<file path="config.mk">
export PLATFORM = sky130hd
export DESIGN_NAME = mux4_rr_arbiter
export DESIGN_NICKNAME = d
export VERILOG_FILES = /design/src/rtl/mux4_rr_arbiter.sv
export SDC_FILE = /design/constraint.sdc
export NUM_CORES = 1
export LEC_CHECK = 0
export BUFFER_PORTS_ARGS = -buffer_cell sky130_fd_sc_hd__clkbuf_2
export CAP_MARGIN = 20
export CORE_ASPECT_RATIO = 1.4
export CORE_MARGIN = 5
export CORE_UTILIZATION = 49
export CTS_CLUSTER_DIAMETER = 40
export DETAILED_ROUTE_END_ITERATION = 8
export PLACE_DENSITY_LB_ADDON = 0.25
export SETUP_SLACK_MARGIN = 0.2
export SYNTH_ARGS = -nofsm -noshare
export SYNTH_HDL_FRONTEND = slang
export SYNTH_SLANG_ARGS = --single-unit
</file>
<file path="constraint.sdc">
create_clock -name clk -period 5.3 [get_ports clk]
set_clock_uncertainty 0.2 [all_clocks]
set_input_delay 0.795 -clock clk [delete_from_list [all_inputs] [get_ports clk]]
set_output_delay 0.795 -clock clk [all_outputs]
set_load 0.05 [all_outputs]
</file>
<file path="src/rtl/mux4_rr_arbiter.sv">
`default_nettype none
// ============================================================================
// Module   : mux4_rr_arbiter
// Purpose  : Four-requester round-robin packet arbiter driving a shared
//            W-bit 4:1 datapath into a one-entry registered output slice.
//            A grant is held for a whole packet (until in_last or MAX_BEATS
//            beats), so beats from different sources never interleave.
// Ports    : clk, rst_n            - clock, async active-low reset
//            in_valid/in_last[3:0] - per-requester handshake and end-of-packet
//            in_data0..in_data3    - per-requester beat data
//            in_ready[3:0]         - per-requester accept (combinational)
//            out_valid/out_ready   - downstream handshake
//            out_data/out_last/out_src - registered beat, EOP flag, source id
// Revision : 1.0 - initial release
// ============================================================================
module mux4_rr_arbiter #(
    parameter int W         = 4,
    parameter int MAX_BEATS = 8
) (
    input  logic         clk,
    input  logic         rst_n,
    input  logic [3:0]   in_valid,
    input  logic [3:0]   in_last,
    input  logic [W-1:0] in_data0,
    input  logic [W-1:0] in_data1,
    input  logic [W-1:0] in_data2,
    input  logic [W-1:0] in_data3,
    output logic [3:0]   in_ready,
    output logic         out_valid,
    output logic [W-1:0] out_data,
    output logic         out_last,
    output logic [1:0]   out_src,
    input  logic         out_ready
);

    typedef enum logic [0:0] {
        IDLE = 1'b0,
        BUSY = 1'b1
    } state_t;

    // Beat-count value at which the accepted beat is forced to end the grant.
    localparam logic [7:0] LAST_BEAT_IDX = 8'(MAX_BEATS - 1);

    state_t       r_state;
    logic [1:0]   r_grant;
    logic [1:0]   r_ptr;
    logic [7:0]   r_beat_cnt;

    logic         w_slot_free;
    logic         w_accept;
    logic         w_release;
    logic [1:0]   w_pick;
    logic [W-1:0] w_grant_data;

    // The output slice can take a beat when empty or draining this cycle.
    assign w_slot_free = !out_valid || out_ready;
    assign w_accept    = (r_state == BUSY) && in_valid[r_grant] && w_slot_free;
    assign w_release   = in_last[r_grant] || (r_beat_cnt == LAST_BEAT_IDX);

    always_comb begin
        in_ready = 4'b0000;
        if ((r_state == BUSY) && w_slot_free) begin
            in_ready[r_grant] = 1'b1;
        end
    end

    always_comb begin
        unique case (r_grant)
            2'd0:    w_grant_data = in_data0;
            2'd1:    w_grant_data = in_data1;
            2'd2:    w_grant_data = in_data2;
            default: w_grant_data = in_data3;
        endcase
    end

    // Rotating priority search starting at r_ptr; the first hit wins.
    always_comb begin
        logic       found;
        logic [1:0] idx;
        found  = 1'b0;
        w_pick = r_ptr;
        for (int k = 0; k < 4; k++) begin
            idx = r_ptr + k[1:0];
            if (!found && in_valid[idx]) begin
                found  = 1'b1;
                w_pick = idx;
            end
        end
    end

    always_ff @(posedge clk or negedge rst_n) begin
        if (!rst_n) begin
            r_state    <= IDLE;
            r_grant    <= 2'd0;
            r_ptr      <= 2'd0;
            r_beat_cnt <= 8'd0;
            out_valid  <= 1'b0;
            out_data   <= '0;
            out_last   <= 1'b0;
            out_src    <= 2'd0;
        end else begin
            unique case (r_state)
                IDLE: begin
                    if (|in_valid) begin
                        r_grant    <= w_pick;
                        r_beat_cnt <= 8'd0;
                        r_state    <= BUSY;
                    end
                end
                BUSY: begin
                    if (w_accept) begin
                        r_beat_cnt <= r_beat_cnt + 8'd1;
                        if (w_release) begin
                            r_state <= IDLE;
                            r_ptr   <= r_grant + 2'd1;
                        end
                    end
                end
                default: r_state <= IDLE;
            endcase

            // Load has priority over drain so back-to-back beats keep valid high.
            if (w_accept) begin
                out_valid <= 1'b1;
                out_data  <= w_grant_data;
                out_last  <= w_release;
                out_src   <= r_grant;
            end else if (out_valid && out_ready) begin
                out_valid <= 1'b0;
            end
        end
    end

endmodule
`default_nettype wire

</file>
==> run_results.csv <==
group,metric,value,unit
critical_path,worst_ep_arrival_time,1820,ps
cells_and_area,layout-drive-gt1-share,0.287,
die,die_w,52.6,um
run_status,status,"completed",
global_routing,grt_pass1_vias,1089,
critical_path,end_kind,"output pin",
global_routing,grt_max_degree,22,
clock_tree,ctsResizeCount,0,
clock_tree,clk_path_buf_depth,2,
clock_tree,cts_num_sinks,21,
timing,rsz0062_at_grt,"false",
cells_and_area,antenna_cells,0,
route,dr.first_iter.drc_count,44,
synthesis,syn_area,0.00124,mm2
critical_path,critPathKind,"flop to output pin",
synthesis,synthDistinctLibCells,37,
synthesis,ys_seq_elements,21,
die,rows,21,
synthesis,syn_area_per_cell,9.41,um2
clock_tree,htreeDepth,1,
die,start_util,0.514,
route,final_antenna_net_count,0,
synthesis,synth-adder-area-share,0.0604,
synthesis,synthXorXnorAreaFrac,0.00705,
critical_path,reg2reg_depth,4,
timing,slew_headroom,0.647,
clock_tree,clk_pin_slew,130,ps
die,core,0.00242,mm2
die,io_pins,39,
clock_tree,clock_latency,310,ps
clock_tree,cts_buffers,3,
route,wl_per_cell,14.8,um
critical_path,crit_start,"r_grant[0]",
critical_path,endpoint,"in_ready[0]",
die,die_h,69.6,um
synthesis,synth_flop_cell,"dfrtp_1",
min_path,hp-class,"input port to asynchronous set/reset pin",
global_routing,grt_overflow,0,
clock_tree,tritoncts,"yes",
clock_tree,cts_hold_buf,0,
synthesis,yosys-mux-area-fraction,0.0866,
global_routing,grt_use_total,0.168,
cells_and_area,final_cell_area,0.00147,mm2
timing,fin_crit_sh,0.531,
route,viasPerCell,5.58,
timing,period_needed,2820,ps
power,p_per_area,563,mW/mm2
synthesis,synth_compound_area_frac,0.176,
synthesis,postSynth.asyncResetShare,1.00,
critical_path,r2r-start,"r_grant[0]",
synthesis,synth_seq_area_share,0.423,
timing,fmax,355,MHz
critical_path,startpoint_type,"flop",
placement,dp_hpwl,2.35,mm
critical_path,ff2ff_setup_slack,3090,ps
route,routed_wl,2.97,mm
cells_and_area,syn2layout_area_growth,18.1,%
timing,slew_violations,0,
synthesis,synthSimpleGateAreaFrac,0.207,
power,p_leak,0.000733,uW
critical_path,required,4300,ps
route,via_count,1122,
global_routing,antenna_found_initial,0,
synthesis,synth_nets,165,
synthesis,syn_inst,132,
timing,finalSetupTns,0,ps
timing,hold_viol,0,
route,drc,0,
clock_tree,postCtsSetupBuffers,0,
synthesis,ys_warn_count,0,
power,vdd_drop_max,345,uV
cells_and_area,post-route-util,0.607,
critical_path,crit_fanout,9,
placement,globalplace.congestion,0.783,
critical_path,rr_endpoint,"r_ptr[1]",
clock_tree,cts_root_buffer,"clkbuf_4",
cells_and_area,final_nets,201,
die,die_area,0.00366,mm2
synthesis,synth_edf_count,0,
timing,tightestPinTransition,529,ps
placement,post_dp_cell_area,0.00144,mm2
timing,setup_violations,0,
placement,numPortBuffers,38,
job,cap_violations,0,
route,dr.pass1.iters,4,
global_routing,grt_pass1_wl,4.80,mm
synthesis,synth_top_family_by_area,"simple AND/OR/NAND/NOR gates",
-- per-stage QoR --
| stage | hold slack (ps) | worst slack (ps) | std cells | total power, uW |
|---|---|---|---|---|
| 2_1_floorplan | 280 | 2770 | 132 | 646 |
| 3_3_place_gp | 263 | 2660 | 197 | 730 |
| 3_5_place_dp | 272 | 2630 | 197 | 751 |
| 4_1_cts | 240 | 2460 | 201 | 833 |
| 5_1_grt | 252 | 2370 | 201 | 889 |
| 6_report | 230 | 2480 | 201 | 827 |
-- synth_stat cells, drive strengths merged, types with 2 or more instances --
cell type / instances / share of area
a21oi: 9 / 0.036
a222oi: 4 / 0.032
and3: 6 / 0.030
buf: 4 / 0.020
clkbuf: 3 / 0.010
dfrtp: 21 / 0.42
ha: 6 / 0.060
inv: 3 / 0.0091
mux2: 2 / 0.018
mux2i: 4 / 0.032
mux4: 2 / 0.036
nand2: 19 / 0.057
nand3: 4 / 0.026
nand4: 3 / 0.015
nor2: 10 / 0.030
nor2b: 2 / 0.010
o21ai: 13 / 0.052
o31ai: 2 / 0.012
-- power by group --
part / leakage [uW] / internal [uW] / switching (uW)
Sequential: 0.000267 / 217 / 67.5
Combinational: 0.000452 / 149 / 309
Clock: 0.0000139 / 28.8 / 55.2
-- cells in the final DEF (no fill, tap or decap) --
master | synthesis | final
nor4bb_1 | 1 | 1
a21oi_1 | 9 | 9
o211ai_1 | 1 | 1
o32ai_1 | 1 | 1
clkbuf_4 | 0 | 3
mux4_2 | 2 | 2
nand2_1 | 19 | 19
xor2_1 | 1 | 1
ha_1 | 6 | 6
or3_1 | 1 | 1
o31ai_1 | 2 | 2
nand4_1 | 3 | 3
or4_1 | 1 | 1
a31oi_1 | 1 | 1
nor4_1 | 1 | 1
clkbuf_2 | 1 | 38
and3_1 | 6 | 6
a21o_1 | 1 | 1
o2111ai_1 | 1 | 1
nor2b_1 | 2 | 2
or2_2 | 1 | 1
nor2_1 | 10 | 10
clkinvlp_4 | 0 | 1
nand3_1 | 3 | 3
mux2i_1 | 4 | 4
nand2b_1 | 1 | 1
a222oi_1 | 4 | 4
mux2_2 | 2 | 2
o21ai_0 | 13 | 13
dfrtp_1 | 21 | 21
a22o_1 | 1 | 1
nor3_1 | 1 | 1
o22ai_1 | 1 | 1
inv_1 | 3 | 3
nand3_4 | 1 | 1
-- sequential cells by signal, summed over array words and instances, names as in the netlist --
register,flops
r_beat_cnt,8
out_src,2
r_ptr,2
out_valid,1
r_state,1
r_grant,2
out_last,1
out_data,4
-- worst min-delay path by stage --
stage,start,endpoint,slack (ps),cells after the start
2_1_floorplan,r_beat_cnt[0],r_beat_cnt[0],280,1
3_3_place_gp,out_data[3],out_data[3],260,2
3_5_place_dp,out_last,out_last,270,1
4_1_cts,rst_n,out_data[1],240,1
5_1_grt,rst_n,r_beat_cnt[5],250,1
6_report,rst_n,r_beat_cnt[4],230,1
-- cells by family (layout without fill, tap and decap cells) --
| logic type | count (synthesis) | in the layout |
|---|---|---|
| AO/OA/AOI/OAI | 35 | 35 |
| adder cells (fa/ha/maj) | 6 | 6 |
| flip-flops | 21 | 21 |
| XOR/XNOR | 1 | 1 |
| AND/OR/NAND/NOR | 51 | 51 |
| buffers and inverters | 10 | 45 |
| multiplexers | 8 | 8 |
-- final cells by class --
class                           instances  area (um2)
Clock buffer                            3        22.5
Sequential cell                        21         526
Tap cell                               34        42.5
Multi-Input combinational cell        101         668
Timing Repair Buffer                   38         190
Inverter                                3        11.3
Fill cell                             216         950
Clock inverter                          1        7.51
-- worst max-delay path: stages, from the launching register on --
cell and delay, ps:
dfrtp_1 610, inv_1 180, ha_1 300, and3_1 190, clkbuf_2 230
-- layer usage --
metal,up-vias,GRT usage,part of all wire
met1,531,0.204,0.40
met3,2,0.0258,0.044
met2,36,0.296,0.56
met5,-,0,0
met4,0,0.0511,0.0030
li1,553,-,-
(Power assumes the default switching activity.)
